$ cat src/rtl/ft_arb_pkg.sv
// Shared tags, state encoding and framing helper for the FT600 TX arbiter.
// Frame word layout: tag[15:12], channel[11:8], count[7:0].
package ft_arb_pkg;

    localparam logic [3:0] TAG_HDR     = 4'hA;
    localparam logic [3:0] TAG_TRL     = 4'h5;
    localparam logic [3:0] TAG_TRL_CKS = 4'h6;

    localparam int TAG_MSB = 15;
    localparam int TAG_LSB = 12;
    localparam int CH_MSB  = 11;
    localparam int CH_LSB  = 8;
    localparam int CNT_MSB = 7;
    localparam int CNT_LSB = 0;

    typedef enum logic [2:0] {
        IDLE,
        HDR,
        PAY,
        TRL,
        CKS
    } state_t;

    function automatic logic [15:0] frame_word(
        input logic [3:0] tag,
        input logic [3:0] ch,
        input logic [7:0] cnt
    );
        logic [15:0] w;
        w = '0;
        w[TAG_MSB:TAG_LSB] = tag;
        w[CH_MSB:CH_LSB]   = ch;
        w[CNT_MSB:CNT_LSB] = cnt;
        return w;
    endfunction

endpackage

$ cat src/rtl/ft600_tx_arbiter_rr.sv
// Combinational round-robin pick: first requester at or after ptr, cyclically.
module rr_arbiter #(
    parameter int NUM_CH = 4,
    localparam int PW = $clog2(NUM_CH)
) (
    input  logic [NUM_CH-1:0] req,
    input  logic [PW-1:0]     ptr,
    output logic [NUM_CH-1:0] gnt_oh,
    output logic [PW-1:0]     gnt_idx,
    output logic              any_req
);

    always_comb begin
        gnt_oh  = '0;
        gnt_idx = '0;
        any_req = 1'b0;
        for (int i = 0; i < NUM_CH; i++) begin
            if (!any_req && req[(int'(ptr) + i) % NUM_CH]) begin
                any_req = 1'b1;
                gnt_idx = PW'((int'(ptr) + i) % NUM_CH);
            end
        end
        gnt_oh[gnt_idx] = any_req;
    end

endmodule

$ cat src/rtl/ft600_tx_arbiter.sv
// Round-robin framer sharing the FT600 TX FIFO port between NUM_CH streams.
// Define FT_ARB_CHECKSUM_EN to append an XOR checksum word after each trailer.
module ft600_tx_arbiter
    import ft_arb_pkg::*;
#(
    parameter int NUM_CH    = 4,
    parameter int BURST_MAX = 16
) (
    input  logic                 clk,
    input  logic                 rst,
    input  logic [NUM_CH-1:0]    req_valid,
    input  logic [16*NUM_CH-1:0] req_data,
    input  logic [NUM_CH-1:0]    req_last,
    output logic [NUM_CH-1:0]    req_ready,
    input  logic                 tx_full,
    output logic                 tx_en,
    output logic [15:0]          tx_in,
    output logic                 busy
);

    localparam int PW = $clog2(NUM_CH);
`ifdef FT_ARB_CHECKSUM_EN
    localparam logic [3:0] TRL_TAG = TAG_TRL_CKS;
`else
    localparam logic [3:0] TRL_TAG = TAG_TRL;
`endif

    state_t            state_q, state_d;
    logic [PW-1:0]     grant_q, grant_d;
    logic [PW-1:0]     rr_ptr_q, rr_ptr_d;
    logic [NUM_CH-1:0] goh_q, goh_d;
    logic [7:0]        count_q, count_d;
`ifdef FT_ARB_CHECKSUM_EN
    logic [15:0]       acc_q, acc_d;
`endif

    logic [NUM_CH-1:0] arb_oh;
    logic [PW-1:0]     arb_idx;
    logic              arb_any;
    logic              g_valid, g_last, xfer;
    logic [15:0]       g_data;
    logic [3:0]        ch4;
    logic [PW-1:0]     ptr_next;

    rr_arbiter #(.NUM_CH(NUM_CH)) u_rr (
        .req     (req_valid),
        .ptr     (rr_ptr_q),
        .gnt_oh  (arb_oh),
        .gnt_idx (arb_idx),
        .any_req (arb_any)
    );

    assign g_valid  = |(req_valid & goh_q);
    assign g_last   = |(req_last & goh_q);
    assign g_data   = req_data[int'(grant_q)*16 +: 16];
    assign ch4      = 4'(grant_q);
    assign ptr_next = (grant_q == PW'(NUM_CH - 1)) ? '0 : grant_q + PW'(1);
    assign xfer     = tx_en & ~tx_full;
    assign busy     = (state_q != IDLE);

    always_comb begin
        tx_en     = 1'b0;
        tx_in     = '0;
        req_ready = '0;
        unique case (state_q)
            HDR: begin
                tx_en = 1'b1;
                tx_in = frame_word(TAG_HDR, ch4, 8'h00);
            end
            PAY: begin
                req_ready = goh_q & {NUM_CH{~tx_full}};
                tx_en     = g_valid;
                tx_in     = g_valid ? g_data : '0;
            end
            TRL: begin
                tx_en = 1'b1;
                tx_in = frame_word(TRL_TAG, ch4, count_q);
            end
`ifdef FT_ARB_CHECKSUM_EN
            CKS: begin
                tx_en = 1'b1;
                tx_in = acc_q;
            end
`endif
            default: ;
        endcase
    end

    always_comb begin
        state_d  = state_q;
        grant_d  = grant_q;
        goh_d    = goh_q;
        rr_ptr_d = rr_ptr_q;
        count_d  = count_q;
`ifdef FT_ARB_CHECKSUM_EN
        acc_d    = acc_q;
`endif
        unique case (state_q)
            IDLE: if (arb_any) begin
                grant_d = arb_idx;
                goh_d   = arb_oh;
                state_d = HDR;
            end
            HDR: begin
`ifdef FT_ARB_CHECKSUM_EN
                acc_d = '0;
`endif
                if (xfer) begin
                    count_d = '0;
                    state_d = PAY;
                end
            end
            PAY: if (xfer) begin
                count_d = count_q + 8'd1;
`ifdef FT_ARB_CHECKSUM_EN
                acc_d = acc_q ^ tx_in;
`endif
                if (g_last || (count_q + 8'd1 == 8'(BURST_MAX)))
                    state_d = TRL;
            end
            TRL: if (xfer) begin
`ifdef FT_ARB_CHECKSUM_EN
                state_d = CKS;
`else
                rr_ptr_d = ptr_next;
                state_d  = IDLE;
`endif
            end
            CKS: if (xfer) begin
                rr_ptr_d = ptr_next;
                state_d  = IDLE;
            end
            default: state_d = IDLE;
        endcase
    end

    always_ff @(posedge clk) begin
        if (rst) begin
            state_q  <= IDLE;
            grant_q  <= '0;
            goh_q    <= '0;
            rr_ptr_q <= '0;
            count_q  <= '0;
`ifdef FT_ARB_CHECKSUM_EN
            acc_q    <= '0;
`endif
        end else begin
            state_q  <= state_d;
            grant_q  <= grant_d;
            goh_q    <= goh_d;
            rr_ptr_q <= rr_ptr_d;
            count_q  <= count_d;
`ifdef FT_ARB_CHECKSUM_EN
            acc_q    <= acc_d;
`endif
        end
    end

endmodule

$ cat config.mk
export PLATFORM = sky130hd
export DESIGN_NAME = ft600_tx_arbiter
export DESIGN_NICKNAME = d
export VERILOG_FILES = /design/src/rtl/ft_arb_pkg.sv /design/src/rtl/ft600_tx_arbiter_rr.sv /design/src/rtl/ft600_tx_arbiter.sv
export SDC_FILE = /design/constraint.sdc
export NUM_CORES = 1
export LEC_CHECK = 0
export ABC_AREA = 0
export ABC_CLOCK_PERIOD_IN_PS = 1900
export CAP_MARGIN = 20
export CORE_UTILIZATION = 35
export CTS_CLUSTER_SIZE = 10
export DETAILED_ROUTE_END_ITERATION = 7
export PLACE_DENSITY = 0.77
export SYNTH_ARGS = -nofsm -noshare
export SYNTH_HDL_FRONTEND = slang
export SYNTH_SLANG_ARGS = --single-unit
$ cat constraint.sdc
create_clock -name clk -period 1.9 [get_ports clk]
set_clock_uncertainty 0.1 [all_clocks]
set_input_delay 0.38 -clock clk [delete_from_list [all_inputs] [get_ports clk]]
set_output_delay 0.38 -clock clk [all_outputs]
set_load 0.02 [all_outputs]
# Word-level counts from Yosys, hierarchy flattened
# Cells that the tools add are included.
# totals
regBits	19
output_inout_bits	22
wordCells	94
# classes
addsub	5
order_cmp	6
n_eq_ne	11
shift	1
muxes	35
bitwise	9
reduce_logical	22
# op_table
operator	n
$shiftx 64x7->16	1
$pmux 16 s3	1
$and 4x4->4	4
$mux 16	1
$mux 8	2
$pmux 8 s2	1
$mux 3	5
$lt 3x4->1 const B	3
$mux 1	12
$pmux 3 s4	1
$mux 2	5
$reduce_or 2->1	5
$add 8x1->8 const B	1
$bmux 1 s2	4
$eq 8x5->1 const B	1
$ne 2x2->1 const B	4
$reduce_or 4->1	2
$eq 3x2->1 const B	2
$lt 2x3->1 const B	2
$reduce_and 5->1	1
$add 2x1->2 const B	2
$add 2x2->2 const B	2
$logic_and 1x1->1	4
$mux 4	1
other kinds (17)	22

# Longest topological paths before layout
# Gate-level depths: netlist of the first run.
# logic_depth
depth_word	19
ltp_mapped	8

# By module
# A second synthesis of the first run with hierarchy kept.
# hier_totals
cells_unflattened	229
area_unflattened_um2	1878.1
# modules_own_cells
module	n_inst	cells_per_inst	area_each_um2	seq_area_each_um2
ft600_tx_arbiter	1	197	1695.4	360.3
rr_arbiter	1	32	182.7	0.0

# Least setup slack after synthesis of the first run
# No wires, ideal clock.
# synth_path
path_kind	register -> output
start	reg grant_q[0]
end	out tx_in[12]
arrival_time_ns	1.647
required_ns	1.420
path_slack_ns	-0.227
stages_incl_launch_ff	5
path_cell_list	dfxtp_1 -> buf_2 -> buf_2 -> mux4_2 -> a21o_1
# synth_via
elab_chain_cells	3
# synth_rtl
element	line_no	rtl
start, declared	ft600_tx_arbiter.sv:29	logic [PW-1:0] grant_q, grant_d;
start signal, assigned	ft600_tx_arbiter.sv:149	grant_q <= grant_d;
$shiftx 64x7->16	ft600_tx_arbiter.sv:55	assign g_data = req_data[int'(grant_q)*16 +: 16];
$mux 16	ft600_tx_arbiter.sv:73	tx_in = g_valid ? g_data : '0;
$pmux 16 s3	ft600_tx_arbiter.sv:65	unique case (state_q)
end, declared	ft600_tx_arbiter.sv:17	output logic [15:0] tx_in,
# Every way passes these cells.

# Final worst setup path of the first run
# layout_path
start	reg grant_q[0]
end	out tx_in[2]
# The elaborated chain is that of the path after synthesis.

==> results of run 1 <==
## cells in the mapped netlist, drive strengths merged
cell,instances
a22o,9
nand4b,2
nor3,2
a211oi,1
nor2,15
and2,6
nand2,20
a221oi,2
or3,2
nor4,1
a21oi,19
a21o,2
a31oi,1
o311a,1
mux4,16
clkbuf,4
buf,8
a221o,1
o21a,1
o21ai,11
ha,8
inv,8
a222oi,1
a41oi,2
nand2b,8
a22oi,2
nand3,6
mux2i,4
or3b,2
nand3b,1
and3,1
nand4,1
a211o,1
dfxtp,18
a311oi,6
## how the worst max path moves through the flow
| stage | slack [ns] | to |
|---|---|---|
| 5_1_grt | -0.31 | tx_in[0] |
| 4_1_cts | -0.29 | tx_in[4] |
| 3_5_place_dp | -0.82 | tx_in[1] |
| 6_report | -0.27 | tx_in[2] |
| 2_1_floorplan | 0.007 | state_q[0] |
| 3_3_place_gp | -0.79 | tx_in[0] |
## registers in the layout, indices dropped and copies added (netlist names)
signal / cells
grant_q: 2
goh_q: 4
state_q: 2
rr_ptr_q: 2
count_q: 8
## per-layer routing
| metal | up-vias | track usage [%] | wire length, um |
|---|---|---|---|
| met5 | - | 0 | 0 |
| met1 | 1025 | 30.9 | 2670 |
| met4 | 0 | 5.88 | 119 |
| met3 | 14 | 2.92 | 324 |
| li1 | 1035 | - | - |
| met2 | 100 | 43.7 | 3500 |
## stage by stage
stage | worst slack (ns) | cells | area (sq um)
3_3_place_gp | -0.791 | 394 | 3130
4_1_cts | -0.294 | 401 | 3270
2_1_floorplan | 0.00733 | 193 | 1740
5_1_grt | -0.309 | 402 | 3380
3_5_place_dp | -0.817 | 394 | 3130
6_report | -0.267 | 402 | 3380
## critical path, cell delays in order, from the launching register on
cell,delay [ns]
dfxtp_4,0.41
clkbuf_16,0.17
mux4_2,0.50
a22o_1,0.21
buf_6,0.13
## area by class of cell
| type | instances | share of cell area (%) |
|---|---|---|
| well taps | 67 | 2.48 |
| inverters | 8 | 0.890 |
| clock buffers | 3 | 1.22 |
| multi-input cells | 156 | 42.3 |
| flip-flops and latches | 18 | 11.1 |
| repair buffers | 150 | 42.0 |
## cell families after synthesis
logic type / synth area share [%]
mux: 23.3
simple gates: 20.5
buf+inv: 5.31
flops: 21.0
fa+ha+maj: 5.82
compound gates: 24.1
## placed cells by master (no fill, tap or decap), drive strengths merged, types with 2 or more instances in the layout
master         count
nor3               2
a221oi             2
inv                8
dlygate4sd2        4
and2               6
o21ai             11
nand2             20
a22oi              2
nor2              15
a41oi              2
clkdlybuf4s50     70
a21oi             19
a22o               9
a21o               2
a311oi             6
buf               75
mux2i              4
nand4b             2
o311a              2
clkbuf             4
nand2b             8
ha                 8
or3                2
nand3              6
or3b               2
dfxtp             18
mux4              16
## power breakdown
group	internal, uW	switching (uW)
registers	425	47.5
clock network	141	139
logic	831	715
total	1400	902
## repair_timing
item                                    in CTS  in global routing
hold buffers                                 0                  0
pin swaps                                   14                 11
setup buffers                                1                  0
gates resized for setup                    141                 29
cloned                                       3                  1
endpoints found under the setup margin      38                 27
==> impl_metrics.tcl, run 1 <==
set metrics [dict create \
    seq_area_sq_um 375 \
    setup-violations-final 17 \
    violations "design-rule violations, negative setup slack" \
    multi_input_area_sq_um 1430 \
    hold_path.class "reg -> reg" \
    synth_nets 276 \
    r2r_end "state_q[0]" \
    cp_max_fo 4 \
    leakagePower_uw 0.00133 \
    wire_per_inst_um 16.5 \
    finalWorstSetupSlack_ns -0.267 \
    clock_latency_ns 0.26 \
    cts_buffers 3 \
    power.density_nw_per_um2 681 \
    fin_tns_setup_ns -3.48 \
    worstSetupPathType "reg -> out" \
    yosysWarnings 0 \
    pin_count 97 \
    cts_tree "done" \
    reg2regPathDepth 5 \
    reg2reg_from "count_q[2]" \
    first_global_vias 2064 \
    fin_util_pct 71.5 \
    min_period_over_period_pct 114 \
    holdPathStages 1 \
    final-max-slew-violation-count 0 \
    fill_cells 353 \
    period_minus_slack_ns 2.17 \
    avgViaCountPerCell 5.41 \
    fin_nets 420 \
    cp.required_ns 1.42 \
    io_buffers 96 \
    synth_seq_cells 18 \
    core_area_sq_um 4720 \
    min_to "count_q[5]" \
    cts_root_buf "clkbuf_8" \
    path_clk_slew_ns 0.08 \
    worstHoldStart "count_q[5]" \
    antenna_found_initial 0 \
    cp-start-kind "flip-flop" \
    ys_seq_area_share_pct 21.0 \
    routed_wl_um 6620 \
    die_x_um 72.1 \
    die_area_sq_um 5200 \
    n_antenna_cell 0 \
    avgSynthCellArea_sq_um 8.91 \
    reg2reg_slack_ns 0 \
    status "finished, violations left" \
    ir_drop_v 0.000436 \
    groute.usage.overall_pct 24.3 \
    grt_max_degree 13 \
    grt_remaining_overflow 0 \
    total_power_uw 2300 \
    synth_area_leaders "dfxtp_1 21%, mux4_2 21%, ha_1 5.8%" \
    grt_pass1_wl_um 9870 \
    rows 25 \
    dr.first_iter.drc_count 187 \
    area_growth_pct 96.4 \
    hold_slack_ns 0.389 \
    clock.fmax_ghz 0.462 \
    syn_inst 193 \
    netlist.area_leader.share_pct 21.0 \
    die_h_um 72.1 \
    drv_cap 0 \
    slew_headroom_pct 76.7 \
    rsz0062_at_grt "true" \
    worstPathArrival_ns 1.69 \
    hold_viol 0 \
    route.detailed.drc 2 \
    clock_path_buffers 2 \
    worstSetupEndpointType "output pin" \
    hpwlAfterDp_um 4950 \
    post_synth_num_cell_types 42 \
    synth_top_area_cell "dfxtp_1" \
    place_congestion 0.830 \
    final_antenna_net_count 0 \
    vias 2174 \
    startpoint "grant_q[0]" \
    tightest_slew_ns 0.347 \
    cts_htree_levels 1 \
    drive_gt1_share_pct 41.2 \
    first_pass_iters 6 \
    start_util_pct 36.4 \
    synth.cell_area_sq_um 1720 \
    cts_sinks 18 \
]
Power figures use the tool's default switching activity.
==> run 2: changes to the inputs <==
--- a/config.mk
+++ b/config.mk
@@ -15,3 +15,4 @@
 export SYNTH_ARGS = -nofsm -noshare
 export SYNTH_HDL_FRONTEND = slang
 export SYNTH_SLANG_ARGS = --single-unit
+export TNS_END_PERCENT = 10
==> impl_metrics.tcl, run 2 (synthesized netlist as in run 1, its figures left out) <==
set metrics [dict create \
    status "finished, violations left" \
    violations "design-rule violations, negative setup slack" \
    period_minus_slack_ns 2.17 \
    grt_max_degree 14 \
    final_cells 404 \
    layout_commonest_cell "clkdlybuf4s50_1" \
    hpwlAfterDp_um 5010 \
    cts_root_buf "clkbuf_8" \
    rows 25 \
    seq_power_share_pct 20.2 \
    tightest_slew_ns 0.385 \
    setup-violations-final 29 \
    hold_path.class "reg -> reg" \
    cts_htree_levels 1 \
    io_buffers 96 \
    finalWorstSetupSlack_ns -0.268 \
    preCtsSetupSlack_ns -0.927 \
    cp-start-kind "flip-flop" \
    final-max-slew-violation-count 0 \
    drive_gt1_share_pct 41.8 \
    largestRegisters "count_q: 8 flops, goh_q: 4 flops" \
    area_growth_pct 97.9 \
    die_x_um 72.1 \
    grt_remaining_overflow 0 \
    cp.required_ns 1.42 \
    place_congestion 0.783 \
    first_pass_iters 8 \
    largest_register "count_q" \
    leakagePower_uw 0.00135 \
    n_antenna_cell 0 \
    avgViaCountPerCell 5.51 \
    min_period_over_period_pct 114 \
    wire_per_inst_um 16.7 \
    route.detailed.drc 2 \
    cts_tree "done" \
    pwr-share-comb_pct 67.8 \
    start_util_pct 36.4 \
    r2r_end "state_q[0]" \
    routed_wl_um 6750 \
    cp_max_fo 8 \
    reg2regPathDepth 5 \
    total_power_uw 2300 \
    hold_slack_ns 0.462 \
    reg2reg_from "count_q[2]" \
    antenna_found_initial 0 \
    core_area_sq_um 4720 \
    die_h_um 72.1 \
    min_to "rr_ptr_q[1]" \
    most-common-layout-cells "70 x clkdlybuf4s50_1, 50 x buf_4, 16 x mux4_2" \
    clkPwrFrac_pct 12.0 \
    worstSetupPathType "reg -> out" \
    hold_viol 0 \
    cts_buffers 3 \
    switching_power_uw 886 \
    first_global_vias 2235 \
    dr.first_iter.drc_count 144 \
    largest_register_ffs 8 \
    fin_nets 422 \
    final_antenna_net_count 0 \
    vias 2225 \
    groute.usage.overall_pct 25.3 \
    switching_share_pct 38.5 \
    worstPathArrival_ns 1.69 \
    clock.fmax_ghz 0.461 \
    slew_headroom_pct 74.1 \
    drv_cap 0 \
    die_area_sq_um 5200 \
    clock_latency_ns 0.26 \
    dp.cells 394 \
    worstHoldStart "rr_ptr_q[1]" \
    pin_count 97 \
    reg2reg_slack_ns -0.08 \
    power.density_nw_per_um2 676 \
    clock_path_buffers 2 \
    holdPathStages 2 \
    internal-power_uw 1420 \
    cts_sinks 18 \
    path_clk_slew_ns 0.07 \
    ir_drop_v 0.000424 \
    cts_hold_buf 0 \
    rsz0062_at_grt "true" \
    grt_pass1_wl_um 10200 \
    worstSetupEndpointType "output pin" \
]
run 2: worst max path at each step:
| stage | startpoint | to | slack [ns] | depth (start not counted) |
|---|---|---|---|---|
| finish | grant_q[0] | tx_in[4] | -0.27 | 4 |
| global route | grant_q[0] | tx_in[4] | -0.31 | 4 |
| CTS | grant_q[0] | tx_in[0] | -0.29 | 4 |
| detailed placement | req_valid[2] | tx_in[0] | -0.93 | 8 |
| global placement | req_valid[0] | tx_in[0] | -0.86 | 8 |
| floorplan | grant_q[0] | tx_in[12] | -0.01 | 4 |
run 2: critical path: stages, from the launching register on:
cell	delay [ns]
dfxtp_4	0.39
buf_12	0.15
mux4_2	0.52
a22o_1	0.24
buf_6	0.13
run 2: cell type report:
class / count / area [sq um]
clock buffer: 3 / 41.3
fill: 354 / 1320
inverter: 8 / 30.0
multi-input combinational: 155 / 1430
sequential: 18 / 373
tap: 67 / 83.8
timing repair buffer: 153 / 1440
run 2: per-layer routing:
layer	track usage (%)	up-vias	part of all wire [%]
met2	44.0	96	52
met5	0	-	0
met4	10.7	0	1.9
met1	31.4	1085	41
met3	3.06	12	5.3
li1	-	1032	-
run 2: repair_timing:
item | CTS | global route
pin swaps | 16 | 12
endpoints found under the setup margin | 38 | 35
buffers inserted | 5 | 0
resized for setup | 149 | 24
gates cloned | 2 | 0
run 2: power groups by stage:
stage	clock [uW]	combinational [uW]	sequential (uW)
floorplan	0	659	459
global placement	0	1260	451
detailed placement	0	1290	451
CTS	276	1470	463
global route	289	1660	471
finish	275	1560	466
run 2: metrics by stage:
step / cell area, sq um / utilization [%] / setup TNS [ns]
4_1_cts: 3320 / 70.3 / -3.64
3_3_place_gp: 3140 / 66.4 / -19.73
5_1_grt: 3400 / 72.0 / -5.28
6_report: 3400 / 72.0 / -3.72
2_1_floorplan: 1740 / - / -0.0244
3_5_place_dp: 3140 / 66.4 / -21.80
